## config.mk

```make
export PLATFORM = sky130hd
export DESIGN_NAME = serial_adder
export DESIGN_NICKNAME = d
export VERILOG_FILES = /design/src/rtl/serial_adder_pkg.sv /design/src/rtl/serial_adder_fa_cell.sv /design/src/rtl/serial_adder.sv
export SDC_FILE = /design/constraint.sdc
export NUM_CORES = 1
export LEC_CHECK = 0
export CORE_ASPECT_RATIO = 1.4
export CORE_MARGIN = 2
export CORE_UTILIZATION = 50
export CTS_BUF_LIST = sky130_fd_sc_hd__clkbuf_2
export DETAILED_ROUTE_END_ITERATION = 8
export DONT_BUFFER_PORTS = 1
export GPL_TIMING_DRIVEN = 0
export PLACE_DENSITY = 0.75
export SETUP_SLACK_MARGIN = 0.15
export SYNTH_ARGS = -nofsm -noshare
export SYNTH_HDL_FRONTEND = slang
export SYNTH_HIERARCHICAL = 1
export SYNTH_SLANG_ARGS = --single-unit
```

## constraint.sdc

```tcl
create_clock -name clk -period 1.9 [get_ports clk]
set_input_delay 0.285 -clock clk [delete_from_list [all_inputs] [get_ports clk]]
set_output_delay 0.285 -clock clk [all_outputs]
set_load 0.02 [all_outputs]
```

## src/rtl/serial_adder_pkg.sv

```systemverilog
// Shared types and helpers for the multi-cycle serial adder.
package serial_adder_pkg;

    typedef enum logic {
        IDLE = 1'b0,
        RUN  = 1'b1
    } state_t;

    // Width of a counter that must hold values 0..n.
    function automatic int count_width(input int n);
        return $clog2(n + 1);
    endfunction

endpackage

```

## src/rtl/serial_adder_fa_cell.sv

```systemverilog
// One-bit combinational full adder; the serial adder ripples a chain of these.
module fa_cell (
    input  logic a,
    input  logic b,
    input  logic cin,
    output logic sum,
    output logic cout
);

    assign sum  = a ^ b ^ cin;
    assign cout = (a & b) | (cin & (a ^ b));

endmodule

```

## src/rtl/serial_adder.sv

```systemverilog
// Multi-cycle adder summing BITS_PER_CYCLE bits per clock with a start/done handshake.
// Define SERIAL_ADDER_SUB_EN to add the sub port (a - b via inverted b and carry-in 1).
module serial_adder
    import serial_adder_pkg::*;
#(
    parameter int WIDTH          = 8,
    parameter int BITS_PER_CYCLE = 1
) (
    input  logic             clk,
    input  logic             rst,
    input  logic             start,
    input  logic [WIDTH-1:0] a,
    input  logic [WIDTH-1:0] b,
    input  logic             cin,
`ifdef SERIAL_ADDER_SUB_EN
    input  logic             sub,
`endif
    output logic             busy,
    output logic             done,
    output logic [WIDTH-1:0] sum,
    output logic             cout,
    output logic             overflow
);

    localparam int N  = WIDTH / BITS_PER_CYCLE;
    localparam int CW = count_width(N);
    localparam logic [CW-1:0] LAST = CW'(N - 1);

    if (WIDTH < 2 || BITS_PER_CYCLE < 1 || (WIDTH % BITS_PER_CYCLE) != 0) begin : g_bad_cfg
        $error("serial_adder: BITS_PER_CYCLE must divide WIDTH (WIDTH >= 2)");
    end

    state_t                    state;
    logic [CW-1:0]             count;
    logic [WIDTH-1:0]          opa;
    logic [WIDTH-1:0]          opb;
    logic [WIDTH-1:0]          acc;
    logic                      carry;

    logic [BITS_PER_CYCLE:0]   c;
    logic [BITS_PER_CYCLE-1:0] s;
    logic [WIDTH+BITS_PER_CYCLE-1:0] acc_cat;
    logic [WIDTH-1:0]          acc_nxt;
    logic [WIDTH-1:0]          b_in;
    logic                      carry_in;

`ifdef SERIAL_ADDER_SUB_EN
    // Subtraction is a + ~b + 1, so the carry-in port is ignored when sub is set.
    assign b_in     = sub ? ~b : b;
    assign carry_in = sub ? 1'b1 : cin;
`else
    assign b_in     = b;
    assign carry_in = cin;
`endif

    assign c[0] = carry;

    for (genvar i = 0; i < BITS_PER_CYCLE; i++) begin : g_chain
        fa_cell u_fa (
            .a    (opa[i]),
            .b    (opb[i]),
            .cin  (c[i]),
            .sum  (s[i]),
            .cout (c[i+1])
        );
    end

    // New chunk enters at the top; after N cycles bit 0 of the result sits at acc[0].
    assign acc_cat = {s, acc};
    assign acc_nxt = acc_cat[WIDTH+BITS_PER_CYCLE-1:BITS_PER_CYCLE];

    always_ff @(posedge clk or posedge rst) begin
        if (rst) begin
            state    <= IDLE;
            count    <= '0;
            opa      <= '0;
            opb      <= '0;
            acc      <= '0;
            carry    <= 1'b0;
            busy     <= 1'b0;
            done     <= 1'b0;
            sum      <= '0;
            cout     <= 1'b0;
            overflow <= 1'b0;
        end else begin
            done <= 1'b0;
            case (state)
                IDLE: begin
                    if (start) begin
                        opa   <= a;
                        opb   <= b_in;
                        carry <= carry_in;
                        acc   <= '0;
                        count <= '0;
                        busy  <= 1'b1;
                        state <= RUN;
                    end
                end
                RUN: begin
                    opa   <= opa >> BITS_PER_CYCLE;
                    opb   <= opb >> BITS_PER_CYCLE;
                    acc   <= acc_nxt;
                    carry <= c[BITS_PER_CYCLE];
                    count <= count + CW'(1);
                    // On the final chunk the chain's top cell is bit WIDTH-1.
                    if (count == LAST) begin
                        sum      <= acc_nxt;
                        cout     <= c[BITS_PER_CYCLE];
                        overflow <= c[BITS_PER_CYCLE-1] ^ c[BITS_PER_CYCLE];
                        done     <= 1'b1;
                        busy     <= 1'b0;
                        state    <= IDLE;
                    end
                end
                default: state <= IDLE;
            endcase
        end
    end

endmodule

```

==> flow_summary_export.csv <==
group,metric,value,unit
global_routing,globalRouteMet2Util,29.0,%
timing,final-hold-violation-count,0,
worst_setup_path,data_arrival_time_of_the_worst_path,1.72,ns
worst_setup_path,slowest_stage,"sky130_fd_sc_hd__dfrtp_1",
floorplan,dieArea,4040,µm²
timing,max_slew.worst_pin.slew,0.826,ns
floorplan,floorplan.io_pins,32,
timing,final_setup_fails,0,
floorplan,fp.dieH,74.4,µm
detailed_routing,drc_errors,0,
floorplan,floorplan.rows,25,
clock_network,post-cts-setup-buffer-count,0,
finish,num-nets-final,185,
worst_setup_path,r2r_slack,0.49,ns
worst_setup_path,regToRegEndpoint,"sum[5]",
yosys,synthTopCellsByArea,"sky130_fd_sc_hd__dfrtp_1 58%, sky130_fd_sc_hd__mux2i_1 9.6%, sky130_fd_sc_hd__o21ai_0 7.9%",
detailed_routing,drt_first_pass_iters,4,
timing,rsz0062_at_grt,"false",
detailed_routing,route.vias.total,1117,
placed_design,io_buffers,0,
power_and_ir_drop,power.static_leakage,0.000909,µW
clock_network,root_buffer,"sky130_fd_sc_hd__clkbuf_2",
clock_network,cts_max_path_buffers,2,
timing,timing.setup.tns,0,ns
finish,final-instance-count-excl-fill,204,
global_routing,antenna_violations_before_repair,0,
global_routing,grt_start_max_net_pins,42,
placed_design,placedInstanceArea,1820,µm²
yosys,post_synth_instance_area,1770,µm²
clock_network,cts-htree-levels,2,
clock_network,tritoncts,"done",
finish,layout.cells.most_common,"sky130_fd_sc_hd__dfrtp_1",
worst_setup_path,timing.reg2reg.worst_path_depth,4,
global_routing,grt_pass1_wl,5140,µm
timing,final_max_slew_viol_count,0,
worst_setup_path,critical_path.endpoint_type,"flip-flop",
worst_setup_path,startpoint_type,"flip-flop",
timing,fin_crit,1.41,ns
global_routing,grt_use_met1,21.2,%
yosys,post-synth-top-area-fraction,58.0,%
worst_setup_path,cp_num_buf_inv,1,
global_routing,grt_most_used_layer,"met2",
global_routing,gr-total-overflow,0,
timing,final_min_period_over_clock_period,74.4,%
worst_setup_path,timing.critical_path.cells,"ha_1 -> nand4b_4 -> buf_6 -> mux2_4",
timing,postLayoutSetupSlackWorst,0.486,ns
finish,insertedDiodeCount,0,
finish,design_area,1870,µm²
worst_setup_path,type_of_the_worst_setup_path,"flip-flop to flip-flop",
finish,syn_to_final_growth,5.52,%
worst_setup_path,critPathMaxStageDelay,0.45,ns
run,cap_viol_max_count,0,
timing,max_slew_margin,44.9,%
detailed_routing,first_iter_violations,39,
worst_setup_path,cp_max_fo,10,
finish,final_cell_mix,"41 x sky130_fd_sc_hd__dfrtp_1, 34 x sky130_fd_sc_hd__nand2_1, 28 x sky130_fd_sc_hd__o21ai_0",
worst_hold_path,hold_path.class,"input pin to flip-flop",
placed_design,dp_slack,0.499,ns
timing,fmaxAchievable,707,MHz
global_routing,met3_usage,5.22,%
worst_setup_path,setup.worst_path.start,"count[0]",
yosys,synth.avg_cell_area,11.4,µm²
status,status,"finished clean",
floorplan,fp.coreArea,3380,µm²
floorplan,die_span_x,54.3,µm
placed_design,placed_cell_count,195,
worst_setup_path,worst_setup_path_endpoint,"sum[5]",
worst_setup_path,worst_r2r_startpoint,"count[0]",
placed_design,place.detailed.hpwl,2250,µm
power_and_ir_drop,peakVddDrop,885,µV
worst_setup_path,path_delay_family,"flip-flops",
detailed_routing,routed_wirelength_normalized_by_instance_count,15.4,µm
timing,fin_worst_skew,0.0106,ns
detailed_routing,routed_wirelength,3140,µm
detailed_routing,vias_per_cell,5.48,
yosys,post_synth_num_cell_types,22,
clock_network,post_cts_resized,0,
worst_hold_path,hold_depth,2,
worst_setup_path,cp_data_required_time,2.20,ns
power_and_ir_drop,power_density,1470,nW/µm²
worst_setup_path,worst-path-stages,4,
clock_network,worst_skew_pair.late_latency,0.40,ns
clock_network,numCtsBuffers,5,
detailed_routing,drtAntennaViolNets,0,
floorplan,starting_utilization_of_the_core_area,52.4,%
power_and_ir_drop,total_power,2740,µW
global_routing,grt.total_usage,17.9,%
global_routing,number_of_global_route_vias_before_repair,1121,
yosys,number_of_nets_produced_by_synthesis,177,
finish,drive_above_1_share,13.4,%
clock_network,path_clk_slew,0.19,ns
clock_network,clock_sink_count,41,
clock_network,ctsHoldBuffers,1,
yosys,yosys_warnings,6,
worst_hold_path,hold_path.startpoint,"b[7]",
yosys,synthesis.instances,155,
yosys,synth-seq-area-share,58.0,%
placed_design,gp_congestion,0.794,
yosys,post-synth-top-area-cell,"sky130_fd_sc_hd__dfrtp_1",
yosys,ys_seq_elements,41,
==> cell type report <==
type                    instances  area [µm²]
fillers                       306        1510
flip-flops and latches         41        1030
multi-input cells             102         678
plain buffers                   9        53.8
well taps                      40        50.0
clock buffers                   5        25.0
clock inverters                 3        12.5
inverters                       3        11.3
repair buffers                  1        10.0
==> worst register-to-register path: cells and delay by family, from the launching register on <==
kind                     cells  cell delay [ns]
adder cells (fa/ha/maj)      1             0.27
buffers and inverters        1             0.17
flip-flops                   1             0.45
multiplexers                 1             0.31
AND/OR/NAND/NOR              1             0.12
==> cell families after synthesis <==
kind of cell,Yosys count,share of synthesized area [%]
xor+xnor,1,0.495
compound gates,29,8.20
flops,41,58.0
mux,26,16.8
simple gates,44,11.0
fa+ha+maj,2,1.84
buf+inv,12,3.68
==> flip-flops by register name, summed over array words and instances, names as in the netlist <==
name      flops
acc           7
busy          1
carry         1
count         4
cout          1
done          1
opa           8
opb           8
overflow      1
state         1
sum           8
==> report_power, final <==
group | leakage (µW) | internal [µW] | switching (µW)
combinational | 0.000343 | 380 | 413
clock | 0.0000278 | 80.6 | 276
sequential | 0.000538 | 1210 | 381
==> per-stage QoR <==
stage / utilization [%] / hold slack, ns
floorplan: - / 0.441
global placement: 53.9 / 0.451
detailed placement: 53.9 / 0.370
CTS: 55.3 / 0.00731
global route: 55.3 / 0.0362
finish: 55.3 / 0.0405
==> synthesized netlist by cell type <==
library cell and instances:
sky130_fd_sc_hd__dfrtp_1 41, sky130_fd_sc_hd__nand2_1 34, sky130_fd_sc_hd__o21ai_0 28, sky130_fd_sc_hd__mux2i_1 17
sky130_fd_sc_hd__mux2_4 7, sky130_fd_sc_hd__nor2_1 5, sky130_fd_sc_hd__clkbuf_1 4, sky130_fd_sc_hd__buf_4 3
sky130_fd_sc_hd__inv_1 2, sky130_fd_sc_hd__mux2_2 2, sky130_fd_sc_hd__a21oi_1 1, sky130_fd_sc_hd__buf_2 1
sky130_fd_sc_hd__buf_6 1, sky130_fd_sc_hd__clkinv_1 1, sky130_fd_sc_hd__fa_1 1, sky130_fd_sc_hd__ha_1 1
sky130_fd_sc_hd__nand2b_1 1, sky130_fd_sc_hd__nand3_1 1, sky130_fd_sc_hd__nand4_1 1, sky130_fd_sc_hd__nand4b_4 1
sky130_fd_sc_hd__nor2b_1 1, sky130_fd_sc_hd__xnor2_1 1
==> per-layer routing <==
layer / routed length, µm / share of wire [%]
met1: 1370 / 44
met2: 1510 / 48
met3: 216 / 6.9
met4: 40 / 1.3
met5: 0 / 0
==> worst min path at each step <==
| stage | endpoint | slack [ns] |
|---|---|---|
| 2_1_floorplan | opa[7] | 0.44 |
| 3_3_place_gp | opa[7] | 0.45 |
| 6_report | opb[7] | 0.04 |
| 5_1_grt | opa[7] | 0.04 |
| 3_5_place_dp | sum[5] | 0.37 |
| 4_1_cts | opb[7] | 0.007 |
(Power assumes the default switching activity.)
